--- src/rtl/led_bar_sequencer.sv ---
// LED bar animation sequencer: free-running timebase, heartbeat LED and FILL/SCAN/BLINK/HOLD bar patterns.
// Define LED_BAR_PWM_EN to dim the bar with the 4-bit BRIGHT duty level.
module led_bar_sequencer #(
   parameter int WIDTH     = 8,
   parameter int CNT_W     = 26,
   parameter int STEP_BITS = 14
) (
   input  logic             CLK,
   input  logic             RST,
   input  logic             EN,
   input  logic [1:0]       MODE,
   input  logic [3:0]       BRIGHT,
   output logic             LED,
   output logic [WIDTH-1:0] LED_BAR,
   output logic             STEP_TICK
);

   localparam int PW = (WIDTH > 2) ? $clog2(WIDTH) : 1;
   localparam logic [PW-1:0] POS_MAX = PW'(WIDTH - 1);
   localparam logic [PW-1:0] POS_ONE = PW'(1);

   typedef enum logic [1:0] {
      MODE_FILL  = 2'b00,
      MODE_SCAN  = 2'b01,
      MODE_BLINK = 2'b10,
      MODE_HOLD  = 2'b11
   } mode_e;

   mode_e            mode;
   mode_e            modePrev_q;
   logic [CNT_W-1:0] cnt_q, cnt_d;
   logic             stepTick_q;
   logic [PW-1:0]    pos_q, pos_d;
   logic             dir_q, dir_d;
   logic [WIDTH-1:0] pat_q, pat_d;
   logic [WIDTH-1:0] ledBar_q, ledBar_d;
   logic             step;
   logic             modeChange;
   logic [PW-1:0]    patPos;
   logic             pwmGate;

   assign mode       = mode_e'(MODE);
   assign cnt_d      = cnt_q + CNT_W'(1);
   assign step       = &cnt_q[STEP_BITS-1:0];
   assign modeChange = (mode != modePrev_q);

   assign LED       = cnt_q[CNT_W-1] & cnt_q[CNT_W-5];
   assign LED_BAR   = ledBar_q;
   assign STEP_TICK = stepTick_q;

`ifdef LED_BAR_PWM_EN
   assign pwmGate = (cnt_q[3:0] < BRIGHT);
`else
   // BRIGHT has no effect here; the OR keeps the gate permanently open.
   assign pwmGate = 1'b1 | (^BRIGHT);
`endif

   always_comb begin
      pos_d = pos_q;
      dir_d = dir_q;
      if (modeChange && (mode != MODE_HOLD)) begin
         pos_d = '0;
         dir_d = 1'b0;
      end else if (step && EN) begin
         case (mode)
            MODE_FILL: begin
               dir_d = 1'b0;
               pos_d = (pos_q == POS_MAX) ? '0 : pos_q + POS_ONE;
            end
            MODE_SCAN: begin
               if (!dir_q) begin
                  if (pos_q == POS_MAX) begin
                     dir_d = 1'b1;
                     pos_d = pos_q - POS_ONE;
                  end else begin
                     pos_d = pos_q + POS_ONE;
                  end
               end else begin
                  if (pos_q == '0) begin
                     dir_d = 1'b0;
                     pos_d = pos_q + POS_ONE;
                  end else begin
                     pos_d = pos_q - POS_ONE;
                  end
               end
            end
            MODE_BLINK: begin
               dir_d = 1'b0;
               pos_d = pos_q[0] ? '0 : POS_ONE;
            end
            default: begin
               pos_d = pos_q;
               dir_d = dir_q;
            end
         endcase
      end
   end

   // A fresh mode shows its first pattern on the same clock that resets the position.
   always_comb begin
      patPos = modeChange ? '0 : pos_q;
      pat_d  = pat_q;
      case (mode)
         MODE_FILL: begin
            for (int i = 0; i < WIDTH; i++) pat_d[i] = (PW'(i) <= patPos);
         end
         MODE_SCAN: begin
            for (int i = 0; i < WIDTH; i++) pat_d[i] = (PW'(i) == patPos);
         end
         MODE_BLINK: pat_d = {WIDTH{~patPos[0]}};
         default:    pat_d = pat_q;
      endcase
      ledBar_d = ~(pat_d & {WIDTH{pwmGate}});
   end

   always_ff @(posedge CLK or posedge RST) begin
      if (RST) begin
         cnt_q      <= '0;
         stepTick_q <= 1'b0;
         pos_q      <= '0;
         dir_q      <= 1'b0;
         modePrev_q <= MODE_FILL;
         pat_q      <= '0;
         ledBar_q   <= '1;
      end else begin
         cnt_q      <= cnt_d;
         stepTick_q <= step;
         pos_q      <= pos_d;
         dir_q      <= dir_d;
         modePrev_q <= mode;
         pat_q      <= pat_d;
         ledBar_q   <= ledBar_d;
      end
   end

endmodule

--- config.mk ---
export PLATFORM = sky130hd
export DESIGN_NAME = led_bar_sequencer
export DESIGN_NICKNAME = d
export VERILOG_FILES = /design/src/rtl/led_bar_sequencer.sv
export SDC_FILE = /design/constraint.sdc
export NUM_CORES = 1
export LEC_CHECK = 0
export CAP_MARGIN = 25
export CORE_MARGIN = 4
export CORE_UTILIZATION = 45
export DETAILED_ROUTE_END_ITERATION = 16
export SLEW_MARGIN = 20
export SYNTH_ARGS = -nofsm -noshare
export SYNTH_HDL_FRONTEND = slang
export SYNTH_SLANG_ARGS = --single-unit
export TNS_END_PERCENT = 30
--- constraint.sdc ---
create_clock -name CLK -period 2.15 [get_ports CLK]
set_clock_uncertainty 0.05 [all_clocks]
set_input_delay 0.43 -clock CLK [delete_from_list [all_inputs] [get_ports CLK]]
set_output_delay 0.43 -clock CLK [all_outputs]
set_load 0.03 [all_outputs]
After elaboration in Yosys (flattened, before gate mapping). Index checks and enable logic that the tools add are counted.

Register bits: 49. Output and inout bits: 10.

Bitwise logic cells: 3. Multiplexer cells: 16. Add/sub/neg operators: 3. Equal/unequal tests: 12. Magnitude comparators: 8. Reduce and logical (&&, ||, !) cells: 12.

Operators by type and width (count): adder 26 x 1 -> 26 bit (second input constant) (1); one-hot mux 8 bit (3 select lines) (1); two-way mux 3 bit (7); AND reduction 14 bit (1); == test 3 bit (first input constant) (4); <= comparator 3 bit (first input constant) (4); one-hot mux 3 bit (3 select lines) (1); inverter 8 bit (1); == test 2 x 3 -> 1 bit (first input constant) (2); <= comparator 1 x 3 -> 1 bit (first input constant) (2); <= comparator 2 x 3 -> 1 bit (first input constant) (2); zero test 3 bit (2); two-way mux 1 bit (6); AND reduction 2 bit (2); nonzero test 4 bit (1); adder 3 x 1 -> 3 bit (second input constant) (1); == test 1 x 3 -> 1 bit (first input constant) (1); == test 3 bit (second input constant) (1); nonzero test 3 bit (1); subtractor 3 x 1 -> 3 bit (second input constant) (1); == test 2 x 1 -> 1 bit (second input constant) (1); == test 2 bit (second input constant) (1); logical AND 1 bit (2); zero test 2 bit (1); other kinds (7) (7).

Depth between registers and ports, before layout. Gate-level depths: netlist of run 1.

Depth in word-level cells: 6. Mapped depth: 7.

Worst setup path before layout of run 1. No wires, ideal clock.

Path kind: register to register. Start: reg cnt_q[0]. End: reg pos_q[0]. Path buffers: 0. Cell stages (with the launch flop): 6. Path slack: 330 ps. Arrival time: 1651 ps. Cells stage by stage: dfrtp_1 -> ha_1 -> nand4_4 -> nor4_1 -> o21ai_0 -> a21bo_2.

Word-level cells in the longest chain between the ends: 4.

RTL lines: start: declaration (RTL line 31) `logic [CNT_W-1:0] cnt_q, cnt_d;`; start signal: assignment (RTL line 126) `cnt_q <= cnt_d;`; AND reduction 14 bit (RTL line 44) `assign step = &cnt_q[STEP_BITS-1:0];`; logical AND 1 bit (RTL line 64) `end else if (step && EN) begin`; nonzero test 2 bit (no source line); AND reduction 2 bit (no source line); end signal: assignment (RTL line 128) `pos_q <= pos_d;`; end: declaration (RTL line 33) `logic [PW-1:0] pos_q, pos_d;`.

No other way between the ends. A chain may end at the register's enable or synchronous reset.

Worst setup path in the final report of run 1.
Start: reg cnt_q[21]. End: out LED.

Word-level cells in the longest chain between the ends: 1.

RTL lines: AND 1 bit (RTL line 47) `assign LED = cnt_q[CNT_W-1] & cnt_q[CNT_W-5];`; end: declaration (RTL line 13) `output logic LED,`.

No other way between the ends.

==> results by group, run 1 <==
Outcome
  – Status: finished clean

Worst hold path
  – Hold Path Class: in2async

Floorplanning
  – I/O pin total: 19
  – Die area: 6690 um^2
  – Rows: 26
  – Die extent in x: 81.8 um
  – Die Y: 81.8 um
  – Starting Density: 47.1%
  – Core area: 5200 um^2

Placed design
  – Global placer's final weighted congestion: 0.820
  – DPL Wire Length: 3.34 mm
  – DP Area: 2860 um^2
  – # port buffers: 14

Timing
  – Final hold violations: 0
  – Worst Tran Pin Value: 0.496 ns
  – Fin Setup TNS: 0 ns
  – Slew Viols, Final: 0
  – Tcrit/Tclk final: 94.6%
  – RSZ-0062 raised after global routing: false
  – Relative slew slack: 66.7%
  – Fmax: 492 MHz
  – Final setup violation count: 0
  – Post-layout min period: 2.03 ns

Logic synthesis
  – Register area share after synthesis: 50.5%
  – Netlist cell types: 52
  – Post-synth EDFFs: 0
  – Cells after synthesis: 221
  – FFs w/ async S/R, synth: 100%
  – Syn. warnings: 0
  – Net Count, Synth: 239
  – FF+latch count, synth: 49
  – Post-synthesis cell area: 2450 um^2
  – Synth Flop Type: dfrtp_1
  – Average size of a mapped cell: 11.1 um^2

Routing
  – M1 WL: 2.24 mm
  – Via count: 1750
  – Vias per cell: 5.24
  – Final WL: 4.49 mm
  – DRT antenna net count: 0
  – Drt wl/cell: 13.4 um
  – DRT Pass-1 Iters: 4
  – Detailed Route Iter0 Violations: 78
  – Met3 WL: 204 um
  – Met2 wire length: 1.96 mm
  – DR top layer: met4
  – Residual DRC: 0

Finish
  – Final #Nets: 281
  – Share of cells above drive strength 1: 21.6%
  – Fin area: 2960 um^2
  – Most frequent cells in the layout: dfrtp_1 (41), buf_4 (25), xor2_1 (16), clkdlybuf4s50_1 (14), inv_1 (13)
  – Commonest non-fill, non-tap cell in the layout: dfrtp_1
  – Area grow syn2layout: 20.8%
  – Number of fill cells: 448
  – Diode count: 0

Clock network
  – Setup bufs post-CTS: 0
  – Skew-Pair Late Insertion Delay: 0.30 ns
  – CTS tree: done
  – Sink Count: 49
  – Cts bufs inserted: 5
  – Clock transition at the registers of the reported paths: 0.09 ns
  – Root buf cell: clkbuf_8
  – CTS H-tree lvls: 2
  – Post-CTS Hold Fix Bufs: 0
  – # resized after CTS: 0
  – CTS Buffer Depth: 2

Worst setup path
  – Cell Chain, Critical Path: and2_1 > clkdlybuf4s50_1
  – Worst reg-to-reg path cell count: 5
  – Startpoint Class: register
  – WP data required: 1.67 ns
  – Crit path kind: reg2out
  – CP Depth: 2
  – Bufs and invs on worst path: 1
  – Crit end category: output port
  – Worst EP arrival: 1.55 ns
  – Slowest CP cell: clkdlybuf4s50_1
  – Crit Path Max Fanout: 5
  – CP top delay family: buffers and inverters
  – Slowest stage delay, CP: 0.67 ns

GRT
  – First-pass GRT wire length: 7.98 mm
  – Tot GR Track Use: 15.7%
  – Initial antenna violation count: 0
  – Total grt overflow: 0
  – Vias in the first global route: 1685
  – Largest net degree at the start of global routing: 27

Job
  – Max cap viols: 0

Power and ir drop
  – Pwr Density: 599 nW/um^2
  – Max rail drop VDD: 0.266 mV
  – P_leak: 1.38 nW
-- path summary, 6_finish.rpt --
path	startpoint	endpoint	slack (ns)
worst min register to register	register	LED_BAR[7]	0.36
worst min-delay path	RST	STEP_TICK	0.35
worst max-delay path	cnt_q[21]	LED	0.12
max in group asynchronous	RST	LED_BAR[7]	1.16
worst max register to register	pos_q[0]	dir_q	0.26
min in group CLK	register	LED_BAR[7]	0.36
-- stage by stage --
stage | std cells | power [W] | hold slack (ns) | setup WS [ns] | util [%]
floorplan | 221 | 0.00111 | 0.334 | 0.330 | -
global placement | 326 | 0.00121 | 0.340 | -0.0870 | 54.9
detailed placement | 326 | 0.00121 | 0.353 | -0.124 | 54.9
CTS | 334 | 0.00181 | 0.350 | 0.0877 | 56.9
global route | 334 | 0.00187 | 0.380 | 0.0292 | 56.9
finish | 334 | 0.00177 | 0.351 | 0.117 | 56.9
-- cell type report --
type                    count  area (um^2)  share of cell area, %
well taps                  70         87.6                   2.96
repair buffers             40          348                   11.8
clock inverters             2         17.5                  0.592
flip-flops and latches     49         1240                   41.8
clock buffers               6         82.6                   2.79
inverters                  15         56.3                   1.90
multi-input cells         152         1130                   38.2
-- synthesized netlist by cell type (2+ instances only) --
cell type	count	area, um^2
a21oi_1	4	20.0
a22o_1	4	35.0
a22oi_1	5	37.5
and2_1	2	12.5
and3_1	2	12.5
and4_1	3	26.3
clkbuf_1	4	15.0
dfrtp_1	41	1030
dfstp_2	8	210
ha_1	9	113
inv_1	14	52.6
nand2_1	9	33.8
nand2b_1	2	12.5
nand3_1	10	50.1
nand4_1	6	37.5
nand4_2	2	25.0
nor2_1	10	37.5
nor3_1	9	45.0
nor3_2	2	20.0
nor4_1	4	25.0
o211ai_1	3	22.5
o21a_1	3	22.5
o21ai_0	8	40.0
o22a_1	2	17.5
o22ai_1	2	12.5
o2bb2ai_1	2	17.5
or2_2	2	12.5
xnor2_1	10	87.6
xor2_1	16	140
-- kinds of logic after synthesis --
| kind of cell | count (synthesis) | synth area share (%) |
|---|---|---|
| and+or+nand+nor | 73 | 18.9 |
| DFF | 49 | 50.5 |
| AOI/OAI and AO/OA | 42 | 12.5 |
| xor gates and xnor gates | 26 | 9.29 |
| buffers and inverters | 20 | 3.37 |
| adders and majority gates | 9 | 4.60 |
| muxes | 2 | 0.868 |
-- where the power goes --
part           switching [W]  leakage [nW]  internal, W
Sequential        0.00000969         0.625     0.000960
Clock               0.000315        0.0518     0.000267
Combinational       0.000119         0.699     0.000102
Total               0.000443          1.38      0.00133
-- per-layer routing --
metal,vias up,global-route usage (%)
met3,7,3.29
met1,831,22.6
li1,882,-
met5,-,0
met4,0,6.64
met2,30,22.6
Note: power is estimated with default switching activity, not from simulation.
==> run 2, diff against run 1 <==
==> constraint.sdc (replaced) <==
create_clock -name CLK -period 2.42 [get_ports CLK]
set_clock_uncertainty 0.05 [all_clocks]
set_input_delay 0.484 -clock CLK [delete_from_list [all_inputs] [get_ports CLK]]
set_output_delay 0.484 -clock CLK [all_outputs]
set_load 0.03 [all_outputs]
==> run 2 against run 1 <==
First-iteration DRC count rose by 1.3%. Highest routed layer unchanged. Combinational power fell by 21%. Largest cell class unchanged. Clock power fell by 20%. Cell area fell by 4.2%. Sequential share of layout area rose by 1.8 points. Largest power group unchanged. Clock-buffer cell count rose by 1. Utilization fell by 2.4 points. Flip-flop and latch count did not move. Routed wire length fell by 2.0%.
==> results by group, run 2 (same netlist as run 1, synthesis figures left out) <==
Finish
  – Commonest non-fill, non-tap cell in the layout: dfrtp_1 (unchanged)
  – Final #Nets: 267 (was 281)
  – Fin area: 2840 um^2 (was 2960 um^2)
  – Diode count: 0 (unchanged)
  – Most frequent cells in the layout: dfrtp_1 (41), xor2_1 (16), clkdlybuf4s50_1 (14), inv_1 (13), buf_4 (11) (was dfrtp_1 (41), buf_4 (25), xor2_1 (16), clkdlybuf4s50_1 (14), inv_1 (13))
  – Number of fill cells: 466 (was 448)
  – Post-Layout Cell Count: 320 (was 334)
  – Share of cells above drive strength 1: 16.4% (was 21.6%)
  – Area grow syn2layout: 15.7% (was 20.8%)

Floorplanning
  – Die extent in x: 81.8 um (unchanged)
  – Die Y: 81.8 um (unchanged)
  – I/O pin total: 19 (unchanged)
  – Core area: 5200 um^2 (unchanged)
  – Rows: 26 (unchanged)
  – Starting Density: 47.1% (unchanged)
  – Die area: 6690 um^2 (unchanged)

GRT
  – Largest net degree at the start of global routing: 50 (was 27)
  – Total grt overflow: 0 (unchanged)
  – First-pass GRT wire length: 7.65 mm (was 7.98 mm)
  – Initial antenna violation count: 0 (unchanged)
  – Tot GR Track Use: 14.8% (was 15.7%)
  – Vias in the first global route: 1601 (was 1685)

Worst hold path
  – Hold EP: LED_BAR[7]
  – Worst hold path depth: 1
  – Hold Path Class: reg2reg (was in2async)

Power and ir drop
  – Clk network pwr share: 30.9% (was 32.8%)
  – Reg power frac: 57.4% (was 54.7%)
  – P_leak: 1.30 nW (was 1.38 nW)
  – Comb power frac: 11.7% (was 12.5%)
  – Pint: 0.00113 W (was 0.00133 W)
  – Sw Share: 24.7% (was 25.0%)
  – Pwr Density: 529 nW/um^2 (was 599 nW/um^2)
  – NetSw: 0.000371 W (was 0.000443 W)
  – Max rail drop VDD: 0.227 mV (was 0.266 mV)

Worst setup path
  – Crit end category: register (was output port)
  – Slowest stage delay, CP: 0.50 ns (was 0.67 ns)
  – Cell Chain, Critical Path: clkdlybuf4s50_1 > xor2_1 > or3_1 > a21o_1 > o32a_1 (was and2_1 > clkdlybuf4s50_1)
  – Worst EP arrival: 2.20 ns (was 1.55 ns)
  – WP data required: 2.55 ns (was 1.67 ns)
  – Slowest CP cell: clkdlybuf4s50_1 (unchanged)
  – Startpoint Class: input pin (was register)
  – R2R Path End: dir_q (unchanged)
  – R2R Path Start: pos_q[0] (unchanged)
  – CP top delay family: compound AO/OA/AOI/OAI gates (was buffers and inverters)
  – Crit Path Max Fanout: 6 (was 5)
  – Crit path kind: in2reg (was reg2out)
  – Bufs and invs on worst path: 1 (unchanged)
  – R2r setup slk: 0.48 ns (was 0.26 ns)
  – Worst reg-to-reg path cell count: 5 (unchanged)

Placed design
  – DP Area: 2750 um^2 (was 2860 um^2)
  – Dpl cells: 312 (was 326)
  – DPL Wire Length: 3.08 mm (was 3.34 mm)
  – # port buffers: 14 (unchanged)
  – Global placer's final weighted congestion: 0.798 (was 0.820)

Routing
  – DRT Pass-1 Iters: 4 (unchanged)
  – Via count: 1722 (was 1750)
  – Vias per cell: 5.38 (was 5.24)
  – Detailed Route Iter0 Violations: 79 (was 78)
  – Residual DRC: 0 (unchanged)
  – Drt wl/cell: 13.7 um (was 13.4 um)
  – DRT antenna net count: 0 (unchanged)
  – Final WL: 4.40 mm (was 4.49 mm)

Clock network
  – Setup bufs post-CTS: 0 (unchanged)
  – Post-CTS Hold Fix Bufs: 0 (unchanged)
  – Root buf cell: clkbuf_8 (unchanged)
  – CTS H-tree lvls: 2 (unchanged)
  – CTS tree: done (unchanged)
  – Cts bufs inserted: 5 (unchanged)
  – CTS Buffer Depth: 2 (unchanged)
  – Sink Count: 49 (unchanged)
  – Skew-Pair Late Insertion Delay: 0.30 ns (about the same)
  – Clock transition at the registers of the reported paths: 0.08 ns (was 0.09 ns)
  – # resized after CTS: 0 (unchanged)

Timing
  – Final setup violation count: 0 (unchanged)
  – Worst Tran Pin Value: 0.464 ns (was 0.496 ns)
  – Post-layout min period: 2.06 ns
  – Tcrit/Tclk final: 85.3%
  – Fmax: 484 MHz
  – Fin Setup TNS: 0 ns (unchanged)
  – Slew Viols, Final: 0 (unchanged)
  – Relative slew slack: 68.8% (was 66.7%)
  – Final hold violations: 0 (unchanged)
  – Hold WS: 0.358 ns (was 0.351 ns)
  – RSZ-0062 raised after global routing: false (unchanged)

Outcome
  – Status: finished clean (unchanged)

Job
  – Max cap viols: 0 (unchanged)
run 2: cell types whose count changed in the layout (fill, tap and decap cells not counted), sizes merged:
cell	delta
inv	-1
clkbuf	+1
buf	-14
run 2: worst reg2reg max path, delay by kind of cell, from the launching register on:
kind,cells,cell delay (ns)
buf+inv,1,0.25
flops,1,0.45
compound gates,1,0.14
fa+ha+maj,1,0.29
simple gates,2,0.70
run 2: worst max-delay path by stage:
stage | startpoint | to | slack [ns] | cells past startpoint
4_1_cts | cnt_q[21] | LED | 0.34 | 2
6_report | MODE[1] | register | 0.36 | 5
3_5_place_dp | MODE[1] | register | 0.04 | 5
2_1_floorplan | cnt_q[0] | pos_q[0] | 0.60 | 5
3_3_place_gp | MODE[1] | register | 0.05 | 6
5_1_grt | MODE[1] | pos_q[2] | 0.23 | 7
run 2: final cells by class:
cell class / count / area, um^2 / share of cell area [%]
timing repair buffer: 26 / 243 / 8.56
multi-input combinational: 152 / 1130 / 39.9
inverter: 15 / 56.3 / 1.99
clock buffer: 7 / 76.3 / 2.69
tap: 70 / 87.6 / 3.09
clock inverter: 1 / 5.00 / 0.177
sequential: 49 / 1240 / 43.6
run 2: through the flow:
stage               worst slack (ns)  util [%]  total power, W
global route                   0.233      54.5         0.00158
detailed placement            0.0406      52.9         0.00106
global placement              0.0516      52.9         0.00105
floorplan                      0.600         -        0.000982
CTS                            0.336      54.5         0.00153
finish                         0.355      54.5         0.00150
run 2: per-layer routing:
| layer | vias to the layer above | wire (um) | GRT usage, % |
|---|---|---|---|
| li1 | 855 | - | - |
| met1 | 825 | 2200 | 21.3 |
| met2 | 35 | 1900 | 21.5 |
| met3 | 7 | 224 | 3.40 |
| met4 | 0 | 74 | 5.98 |
| met5 | - | 0 | 0 |
run 2: power by group through the flow:
stage               sequential, W  combinational [W]  clock [W]
floorplan                0.000904          0.0000784          0
global placement         0.000876           0.000175          0
detailed placement       0.000878           0.000177          0
CTS                      0.000862           0.000177   0.000490
global route             0.000864           0.000193   0.000521
finish                   0.000862           0.000175   0.000464
==> RTL change, RTL diff (settings of run 1) <==
`STEP_BITS`: 14 -> 18.
--- a/src/rtl/led_bar_sequencer.sv
+++ b/src/rtl/led_bar_sequencer.sv
@@ -3,7 +3,7 @@
 module led_bar_sequencer #(
    parameter int WIDTH     = 8,
    parameter int CNT_W     = 26,
-   parameter int STEP_BITS = 14
+   parameter int STEP_BITS = 18
 ) (
    input  logic             CLK,
    input  logic             RST,
Function: same outputs for any inputs over 10 cycles, from zero or initial values and one cycle with RST high; that may be too few to reach the edited logic, so the function may still have changed.
==> RTL change against run 1 <==
- area after synthesis is 2.2% lower
- sequential cell count stayed put
- core utilization is 3.4 points lower
- worst setup slack better by 0.064 ns
- final area is 7.2% lower
- wire length is 2.0% lower
- hold slack better by 0.031 ns
- non-clock buffer count is 15 lower
- via count is 6.8% lower
- critical path depth is 1 lower
- critical endpoint is now LED_BAR[2]
- largest cell class unchanged
- total power is 1.5% lower
==> RTL change: results (changes against run 1) <==
[synthesis]
synth_area_leaders = dfrtp_1 43%, dfstp_2 8.8%, xnor2_1 7.3%, ha_1 4.7%, nand4_1 2.9%
yosysSeqAreaShare_pct = 51.6  ; +1.1 points
ys_top_cells_by_count = 41 x dfrtp_1, 20 x xnor2_1, 12 x inv_1
async_flop_share_pct = 100  ; unchanged
synth_warnings = 0  ; unchanged
synth_nets = 224  ; -6.3%
yosys.cell_types.count = 48  ; -7.7%
synth-edff-count = 0  ; unchanged

[layout]
nFillCells = 473  ; +5.6%
num-nets-final = 248  ; -12%
insertedDiodeCount = 0  ; unchanged
drive_gt1_share_pct = 17.3  ; -4.3 points

[critical_path]
critical_path_arrival_ns = 1.49  ; -0.06 ns
cpPeakStageDelay_ns = 0.67  ; about the same
cpMaxStageDelayCell = clkdlybuf4s50_1
path_delay_family = buffers and inverters
path_max_fanout = 1  ; -4

[clocking]
clk_pin_slew_ns = 0.08
root_buffer = clkbuf_8
post-cts-setup-buffers = 0  ; unchanged
ctsLongestPathBuffers = 2  ; unchanged
insertion_delay_ns = 0.30  ; about the same
h-tree-depth = 2  ; unchanged
ctsResizeCount = 0  ; unchanged
cts_buffers = 5  ; unchanged

[placed_design]
dp_hpwl_mm = 3.31  ; -1.0%
portBuffers = 14  ; unchanged
dp_slack_ns = -0.0750  ; +0.0490 ns
gp_congestion = 0.801  ; -2.4%

[min_path]
hold_path_class = primary input to asynchronous set/reset pin

[drt]
wirelength_mm = 4.40  ; -2.0%
vias = 1631  ; -6.8%
firstDrtPassIters = 4  ; unchanged
drt-initial-drc-count = 64  ; -18%

[power_and_ir_drop]
peakVddDrop_uv = 424  ; +60%
p_leak_uw = 0.00124  ; -9.7%

[timing]
worstMarginPinSlew_ns = 0.469  ; -0.0266 ns

[run_status]
run_status = completed

[global_route]
antenna_found_initial = 0  ; unchanged
grt_pass1_wl_mm = 7.66  ; -4.1%
track_usage_pct = 15.4  ; -0.22 points
grt_pass1_vias = 1664  ; -1.2%
grt_start_max_net_pins = 33  ; +22%

-- RTL change: final timing paths --
kind | depth (start not counted) | end | slack (ns) | startpoint
worst min register to register | 1 | LED_BAR[0] | 0.38 | flip-flop
max in group asynchronous | 3 | LED_BAR[7] | 1.11 | RST
min in group CLK | 1 | LED_BAR[0] | 0.38 | flip-flop
worst max-delay path | 1 | LED_BAR[2] | 0.18 | LED_BAR[2]
worst min-delay path | 2 | asynchronous set/reset pin | 0.38 | RST
worst max register to register | 5 | pos_q[1] | 0.27 | cnt_q[0]
-- RTL change: cell families (layout without fill, tap and decap cells) --
kind of cell	Yosys count	count (layout)	share of synthesized area, %
AOI/OAI and AO/OA	36	36	12.0
xor gates and xnor gates	27	27	9.87
adders and majority gates	9	9	4.70
buffers and inverters	20	45	4.96
DFF	49	49	51.6
muxes	1	1	0.418
and+or+nand+nor	64	64	16.5
-- RTL change: final cells by class --
cell class / count / share of cell area [%]
clock buffer: 7 / 3.51
inverter: 12 / 1.64
multi-input combinational: 137 / 37.9
clock inverter: 1 / 0.182
sequential: 49 / 45.0
timing repair buffer: 25 / 8.56
tap: 70 / 3.19
-- RTL change: stage by stage --
step                total power [uW]  area [um^2]  instances  util, %  TNS, ns
floorplan                       1110         2400        206        -        0
global route                    1830         2750        301     53.4        0
detailed placement              1180         2650        293     51.5   -0.443
global placement                1180         2650        293     51.5  -0.0174
finish                          1750         2750        301     53.4        0
CTS                             1770         2750        301     53.4        0
-- RTL change: power breakdown --
group | internal (uW) | switching (uW)
clock | 291 | 292
sequential | 960 | 10.0
combinational | 83.4 | 110
-- RTL change: per-layer routing --
layer  vias up  global-route usage [%]  wire length, um
met5         -                       0                0
met4         0                    7.26              112
met3        10                    4.43              137
met2        20                    25.5             2170
met1       815                    18.5             1980
li1        786                       -                -
